<file path="src/rtl/song_playback_sequencer_pkg.sv">
// Shared widths, note constants and FSM state encodings for the song playback sequencer.
package song_pkg;

   localparam int ADDR_W = 6;
   localparam int NOTE_W = 8;

   localparam logic [NOTE_W-1:0] NOTE_REST = '0;

   // NEXT is the one-cycle note-boundary state where the address advances or the song ends.
   typedef enum logic [2:0] {
      ST_IDLE  = 3'd0,
      ST_FETCH = 3'd1,
      ST_WAIT  = 3'd2,
      ST_HOLD  = 3'd3,
      ST_NEXT  = 3'd4
   } state_e;

endpackage

</file>
<file path="src/rtl/song_playback_sequencer_if.sv">
// Song memory read port: the sequencer issues address/strobe, memory returns data one cycle later.
interface song_playback_sequencer_if;
   import song_pkg::*;

   logic              mem_rd;
   logic [ADDR_W-1:0] mem_addr;
   logic [NOTE_W-1:0] mem_data;

   modport master (output mem_rd, output mem_addr, input mem_data);
   modport slave  (input mem_rd, input mem_addr, output mem_data);

endinterface

</file>
<file path="src/rtl/song_playback_sequencer_beat_divider.sv">
// Counts tempo ticks while enabled and flags the tick that completes one note.
module beat_divider #(
   parameter int BEATS_PER_NOTE = 4
) (
   input  logic clock,
   input  logic reset,
   input  logic clear,
   input  logic enable,
   input  logic tick,
   output logic tc
);

   localparam int CW = (BEATS_PER_NOTE > 1) ? $clog2(BEATS_PER_NOTE) : 1;
   localparam logic [CW-1:0] LAST = CW'(BEATS_PER_NOTE - 1);

   logic [CW-1:0] cnt_q;
   logic [CW-1:0] cnt_d;

   // Terminal count fires on the tick that would take the count past the last beat.
   always_comb begin
      tc    = enable && tick && (cnt_q == LAST);
      cnt_d = cnt_q;
      if (clear) begin
         cnt_d = '0;
      end else if (enable && tick) begin
         cnt_d = tc ? '0 : cnt_q + {{(CW-1){1'b0}}, 1'b1};
      end
   end

   // Beat counter register.
   always_ff @(posedge clock) begin
      if (reset) begin
         cnt_q <= '0;
      end else begin
         cnt_q <= cnt_d;
      end
   end

endmodule

</file>
<file path="src/rtl/song_playback_sequencer.sv">
// Replays a recorded song: fetches each note from memory and holds it for a fixed number of beats.
module song_playback_sequencer
   import song_pkg::*;
#(
   parameter int BEATS_PER_NOTE = 4
) (
   input  logic                       clock,
   input  logic                       reset,
   input  logic                       play,
   input  logic                       stop,
   input  logic                       loop_en,
   input  logic [ADDR_W-1:0]          limit_dir,
   input  logic                       beat_tick,
   song_playback_sequencer_if.master  mem,
   output logic [NOTE_W-1:0]          note_out,
   output logic                       note_valid,
   output logic                       playing,
   output logic                       done
);

   state_e            state_q, state_d;
   logic [ADDR_W-1:0] addr_q, addr_d;
   logic [NOTE_W-1:0] note_q, note_d;
   logic              valid_q, valid_d;
   logic              done_q, done_d;
   logic              beat_tc;
   logic [ADDR_W:0]   addr_inc;
   logic              last_note;

   beat_divider #(
      .BEATS_PER_NOTE (BEATS_PER_NOTE)
   ) u_beat_divider (
      .clock  (clock),
      .reset  (reset),
      .clear  (state_q == ST_WAIT),
      .enable (state_q == ST_HOLD),
      .tick   (beat_tick),
      .tc     (beat_tc)
   );

   // End test is done one bit wider so a live limit at or below the address (including 0) ends the song.
   assign addr_inc  = {1'b0, addr_q} + {{ADDR_W{1'b0}}, 1'b1};
   assign last_note = (addr_inc >= {1'b0, limit_dir});

   // Next-state logic: sequence fetch/wait/hold/next, with stop overriding everything outside IDLE.
   always_comb begin
      state_d = state_q;
      addr_d  = addr_q;
      note_d  = note_q;
      valid_d = valid_q;
      done_d  = 1'b0;
      case (state_q)
         ST_IDLE: begin
            if (play && !stop && (limit_dir != '0)) begin
               state_d = ST_FETCH;
               addr_d  = '0;
            end
         end
         ST_FETCH: begin
            state_d = ST_WAIT;
         end
         ST_WAIT: begin
            note_d  = mem.mem_data;
            valid_d = (mem.mem_data != NOTE_REST);
            state_d = ST_HOLD;
         end
         ST_HOLD: begin
            if (beat_tc) begin
               state_d = ST_NEXT;
            end
         end
         ST_NEXT: begin
            if (last_note) begin
               if (loop_en) begin
                  addr_d  = '0;
                  state_d = ST_FETCH;
               end else begin
                  state_d = ST_IDLE;
                  note_d  = NOTE_REST;
                  valid_d = 1'b0;
                  done_d  = 1'b1;
               end
            end else begin
               addr_d  = addr_q + {{(ADDR_W-1){1'b0}}, 1'b1};
               state_d = ST_FETCH;
            end
         end
         default: begin
            state_d = ST_IDLE;
         end
      endcase
      if (stop && (state_q != ST_IDLE)) begin
         state_d = ST_IDLE;
         note_d  = NOTE_REST;
         valid_d = 1'b0;
         done_d  = 1'b0;
      end
   end

   // State, address and note registers.
   always_ff @(posedge clock) begin
      if (reset) begin
         state_q <= ST_IDLE;
         addr_q  <= '0;
         note_q  <= NOTE_REST;
         valid_q <= 1'b0;
         done_q  <= 1'b0;
      end else begin
         state_q <= state_d;
         addr_q  <= addr_d;
         note_q  <= note_d;
         valid_q <= valid_d;
         done_q  <= done_d;
      end
   end

   // A stop during FETCH suppresses the read so nothing is requested on the way out.
   assign mem.mem_rd   = (state_q == ST_FETCH) && !stop;
   assign mem.mem_addr = addr_q;
   assign note_out     = note_q;
   assign note_valid   = valid_q;
   assign playing      = (state_q != ST_IDLE);
   assign done         = done_q;

endmodule

</file>
<file path="src/flat_wrapper.sv">
// flat-port wrapper written by rule: the top's interface ports become plain ports
module song_playback_sequencer_flat import song_pkg::*;
#(
   parameter int BEATS_PER_NOTE = 4
)
  (clock, reset, play, stop, loop_en, limit_dir, beat_tick, note_out, note_valid, playing, done, mem_mem_rd, mem_mem_addr, mem_mem_data);
  song_playback_sequencer_if mem_i ();
  input  logic clock;
  input  logic reset;
  input  logic play;
  input  logic stop;
  input  logic loop_en;
  input  logic [ADDR_W-1:0] limit_dir;
  input  logic beat_tick;
  output logic [NOTE_W-1:0] note_out;
  output logic note_valid;
  output logic playing;
  output logic done;
  output wire logic [$bits(mem_i.mem_rd)-1:0] mem_mem_rd;
  output wire logic [$bits(mem_i.mem_addr)-1:0] mem_mem_addr;
  input wire logic [$bits(mem_i.mem_data)-1:0] mem_mem_data;
  assign mem_mem_rd = mem_i.mem_rd;
  assign mem_mem_addr = mem_i.mem_addr;
  assign mem_i.mem_data = mem_mem_data;
  song_playback_sequencer #(.BEATS_PER_NOTE(BEATS_PER_NOTE)) u_core (.clock(clock), .reset(reset), .play(play), .stop(stop), .loop_en(loop_en), .limit_dir(limit_dir), .beat_tick(beat_tick), .mem(mem_i), .note_out(note_out), .note_valid(note_valid), .playing(playing), .done(done));
endmodule
</file>
<file path="config.mk">
export PLATFORM = sky130hd
export DESIGN_NAME = song_playback_sequencer_flat
export DESIGN_NICKNAME = d
export VERILOG_FILES = /design/src/rtl/song_playback_sequencer_pkg.sv /design/src/rtl/song_playback_sequencer_if.sv /design/src/rtl/song_playback_sequencer_beat_divider.sv /design/src/rtl/song_playback_sequencer.sv /design/src/flat_wrapper.sv
export SDC_FILE = /design/constraint.sdc
export NUM_CORES = 1
export LEC_CHECK = 0
export CORE_UTILIZATION = 30
export DETAILED_ROUTE_END_ITERATION = 16
export GPL_TIMING_DRIVEN = 1
export MAX_ROUTING_LAYER = met4
export PLACE_DENSITY = 0.57
export SLEW_MARGIN = 20
export SYNTH_ARGS = -nofsm -noshare
export SYNTH_HDL_FRONTEND = slang
export SYNTH_SLANG_ARGS = --single-unit
</file>
<file path="constraint.sdc">
create_clock -name clock -period 2.9 [get_ports clock]
set_input_delay 0.435 -clock clock [delete_from_list [all_inputs] [get_ports clock]]
set_output_delay 0.435 -clock clock [all_outputs]
set_load 0.02 [all_outputs]
</file>
# Word-level counts from Yosys, hierarchy flattened
# Cells that the tools add are included.
# word_totals
in_bits	20
ram_bits	0
out_inout_bits	18
ff_bits	21
mem_bits_ro	0
wordCells	58
n_memories	0
latchBits	0
# classes
n_mux	17
bitwise_logic	2
shifts	0
reduce_logical	19
eq_ne	10
n_lt_le_gt_ge	1
add_sub_neg	3
n_div	0
multipliers	0
# op_table
operator	count
6-bit 2-to-1 mux	3
8-bit 2-to-1 mux	2
8-bit one-hot mux with 2 select lines	1
3-bit one-hot mux with 5 select lines	1
6-bit one-hot mux with 2 select lines	1
8-bit nonzero test	1
6-bit by 1-bit adder with 7-bit output, second input constant	1
7-bit by 6-bit >= comparator with 1-bit output	1
6-bit by 1-bit adder with 6-bit output, second input constant	1
3-bit by 2-bit equality test with 1-bit output, second input constant	2
1-bit logical AND	6
3-bit 2-to-1 mux	2
2-bit by 1-bit inequality test with 1-bit output, second input constant	3
3-bit AND reduction	2
6-bit nonzero test	1
1-bit 2-to-1 mux	5
2-bit nonzero test	2
2-bit OR reduction	2
4-bit OR reduction	1
3-bit by 1-bit equality test with 1-bit output, second input constant	1
3-bit equality test, second input constant	1
3-bit logical NOT	1
3-bit inequality test, second input constant	1
3-bit nonzero test	1
other kinds (8)	9

# Logic depth before layout (Yosys ltp)
# logic_depth
ltp_word	5
mapped_depth	9
depth_no_buf	9

# Hierarchy
# From an unflattened synthesis, not the netlist that was laid out.
# hier_totals
cells_unflattened	141
area_unflattened_um2	1188.6
# by_module_without_submodules
module	area_each_um2	cells_per_inst	instances	seq_area_each_um2
song_playback_sequencer	1076.0	130	1	380.4
beat_divider	112.6	11	1	40.0

# Least setup slack after synthesis
# OpenSTA, ideal clock, no wires.
# synth_path
kind	reg2reg
startpoint	reg u_core.addr_q[0], in the netlist u_core.mem.mem_addr[0]
endpoint	reg u_core.state_q[0]
setup_slack_ps	430
t_required_ps	2797
stages_incl_launch_ff	10
arrival_time_ps	2367
setup_ps	103
period_less_slack_ps	2470
path_buffers	0
path_cell_list	dfxtp_1 > ha_1 > nand3_2 > xnor2_1 > ha_1 > a21oi_1 > o221a_1 > o21ai_2 > a211o_1 > a2111oi_2
# synth_via
elab_chain_cells	4
# synth_lines
element	line	source
from (decl)	song_playback_sequencer.sv:22	logic [ADDR_W-1:0] addr_q, addr_d;
from (signal assigned)	song_playback_sequencer.sv:110	addr_q <= addr_d;
6-bit by 1-bit adder with 7-bit output	song_playback_sequencer.sv:42	assign addr_inc = {1'b0, addr_q} + {{ADDR_W{1'b0}}, 1'b1};
7-bit by 6-bit >= comparator with 1-bit output	song_playback_sequencer.sv:43	assign last_note = (addr_inc >= {1'b0, limit_dir});
1-bit 2-to-1 mux	song_playback_sequencer.sv:73	if (last_note) begin
3-bit one-hot mux with 5 select lines	song_playback_sequencer.sv:52	case (state_q)
to (signal assigned)	song_playback_sequencer.sv:109	state_q <= state_d;
to (decl)	song_playback_sequencer.sv:21	state_e state_q, state_d;
# No other way between the ends.
# A chain may end at the register's enable or synchronous reset.

# Worst setup path in the final report
# layout_path
startpoint	reg u_core.addr_q[1], in the netlist u_core.mem.mem_addr[1]
endpoint	reg u_core.state_q[0]
# Same word-level chain as after synthesis.

==> flow_summary.json <==
{
  "peakVddDrop_mv": 0.2078,
  "ys_warn_count": 0,
  "clkSlewWorstSetupHoldPaths_ns": 0.08,
  "async_reset_ff_share_pct": 0,
  "finalSetupViolations": 0,
  "antenna_found_initial": 0,
  "start_kind": "flop",
  "cts-resized-gates": 0,
  "skew_ns": 0.005506,
  "period_minus_slack_ns": 2.564,
  "fin_nets": 182,
  "cts_setup_buffers": 0,
  "critPathMaxFanout": 5,
  "insertion_delay_ns": 0.26,
  "coreArea_mm2": 0.003661,
  "synthFlopType": "dfxtp_1",
  "postCtsHoldBufs": 0,
  "drtPass1Iterations": 6,
  "wire_per_inst_um": 13.00,
  "yosys.cell_types.count": 42,
  "clk_path_buf_depth": 2,
  "core.rowCount": 22,
  "cts_tree": "yes",
  "die_area_mm2": 0.004050,
  "detail_route.vias_per_cell": 5.030,
  "hold_viol": 0,
  "relSlewSlack_pct": 64.04,
  "p_total_mw": 0.5843,
  "finalCritPeriodShare_pct": 88.40,
  "root_buffer": "clkbuf_8",
  "power_density_mw_per_mm2": 363.2,
  "status": "finished, final reports clean",
  "max_cap_violations": 0,
  "drive_gt1_share_pct": 11.76,
  "grt_overflow": 0,
  "crit_top_cell": "ha_1",
  "routed_wl_mm": 2.613,
  "drtIter0Drc": 37,
  "timing.critical_path.cells": "ha_1, nand3_2, xnor2_1, ha_1, a21oi_1, o221a_1, o21ai_2, a211o_1, a2111oi_2",
  "crit_type": "flop to flop",
  "fp.dieH_um": 63.64,
  "gp_congestion": 0.7919,
  "syn_to_final_growth_pct": 41.16,
  "portBuffers": 37,
  "grt_pass1_vias": 983,
  "syn_area_mm2": 0.001140,
  "ant_nets": 0,
  "die_x_um": 63.64,
  "grt_use_total_pct": 13.95,
  "grt_setup_unrepaired": "no",
  "via_count": 1011,
  "h-tree-depth": 1,
  "worstPathArrival_ns": 2.72,
  "required_ns": 3.06,
  "tns_ns": 0,
  "fillCellCount": 362,
  "path_delay_family": "compound AO/OA/AOI/OAI gates",
  "drc": 0,
  "synth_seq_cells": 21,
  "insertedDiodeCount": 0,
  "hold_ws_ns": 0.4797,
  "timing.fmax_mhz": 390.1,
  "grt_pass1_wl_mm": 4.402,
  "p_leak_nw": 0.6741,
  "start_util_pct": 31.13,
  "critPathSlowestCell": "dfxtp_1",
  "synth-edff-count": 0,
  "end_kind": "flop",
  "boundaryPins": 38,
  "cts_buffers": 3,
  "multi_input_area_um2": 674.4,
  "grt_max_degree": 13,
  "hpwl_mm": 2.034,
  "cts_num_sinks": 21,
  "path_buf_inv": 0,
  "tightest_slew_ns": 0.5371,
  "slew_viol_final": 0,
  "hold_class": "flop to flop",
  "critPathMaxStageDelay_ns": 0.40,
  "synthCells": 114,
  "ff_latch_area_um2": 420.4,
  "avgSynthCellArea_um2": 9.999,
  "syn-num-nets": 142,
  "postLayoutCoreUtil_pct": 43.95,
  "synth_seq_area_share_pct": 36.88
}
-- area by class of cell --
cell class / instances / area share [%]
Tap cell: 48 / 3.733
Inverter: 8 / 1.866
Multi-Input combinational cell: 82 / 41.91
Clock buffer: 3 / 2.566
Timing Repair Buffer: 38 / 23.48
Sequential cell: 21 / 26.13
Clock inverter: 1 / 0.3110
-- cells in the final DEF, fill, tap and decap left out, types with 2 or more instances in the layout --
cell and count:
clkdlybuf4s50_1 37, nor3b_2 2, dfxtp_1 21, nor4_1 2
inv_1 8, nor2_1 5, xnor2_1 3, nand2_1 6
nor3_1 2, and3_1 3, nand2b_1 3, nor2b_1 3
nand3_1 3, a21oi_1 3, a21o_1 2, a22o_1 12
clkbuf_8 3, ha_1 8
-- registers in the layout, summed over array words and instances (netlist names) --
signal / flops
u_core.u_beat_divider.cnt_q: 2
u_core.note_valid: 1
u_core.state_q: 3
u_core.mem.mem_addr: 6
u_core.note_out: 8
u_core.done: 1
-- synthesized netlist by cell type, types with 2 or more instances --
cell / count / area share (%)
nor4_1: 2 / 1.1
nor2_1: 5 / 1.6
a21o_1: 2 / 1.3
and3_1: 3 / 1.6
a21oi_1: 3 / 1.3
a22o_1: 12 / 9.2
nor2b_1: 3 / 1.6
dfxtp_1: 21 / 37
nand3_1: 3 / 1.3
nand2_1: 6 / 2.0
nor3_1: 2 / 0.88
xnor2_1: 3 / 2.3
inv_1: 8 / 2.6
nand2b_1: 3 / 1.6
nor3b_2: 2 / 2.2
buf_2: 3 / 1.3
ha_1: 8 / 8.8
-- power by group --
part	switching, mW	total, mW	internal [mW]
clock	0.0977	0.193	0.0957
combinational	0.0415	0.0917	0.0502
sequential	0.00614	0.299	0.293
-- metal layers --
metal  track usage, %  vias up  part of all wire (%)
met5                -        -                     0
met4            2.557        0                  0.50
met3            3.442        2                   5.3
met2            24.20       37                    46
met1            16.23      460                    48
li1                 -      512                     -
-- kinds of logic after synthesis --
| group | count (synthesis) | synth area share, % |
|---|---|---|
| compound gates | 32 | 25.79 |
| xor+xnor | 4 | 3.074 |
| fa+ha+maj | 8 | 8.782 |
| buf+inv | 11 | 3.951 |
| flops | 21 | 36.88 |
| mux | 2 | 1.866 |
| simple gates | 36 | 19.65 |
-- worst paths after layout --
path / startpoint / end / slack [ns] / cells after the start
setup / recovery: u_core.mem.mem_addr[1]$_SDFFE_PP0P_ / u_core.state_q[0]$_SDFFE_PP0P_ / 0.34 / 9
hold / removal: u_core.note_out[6]$_SDFFE_PP0P_ / u_core.note_out[6]$_SDFFE_PP0P_ / 0.48 / 1
setup reg to reg: u_core.mem.mem_addr[1]$_SDFFE_PP0P_ / u_core.state_q[0]$_SDFFE_PP0P_ / 0.34 / 9
hold reg to reg: u_core.note_out[6]$_SDFFE_PP0P_ / u_core.note_out[6]$_SDFFE_PP0P_ / 0.48 / 1
-- stage by stage --
stage / worst slack [ns] / instance area (um2) / std cells
after CTS: 0.3245 / 1609 / 201
final: 0.3364 / 1609 / 201
after global placement: 0.3974 / 1563 / 197
after global routing: 0.1268 / 1609 / 201
after floorplan: 0.4298 / 1140 / 114
after detailed placement: 0.3321 / 1563 / 197
No activity file was read; power rests on OpenSTA's default activity.
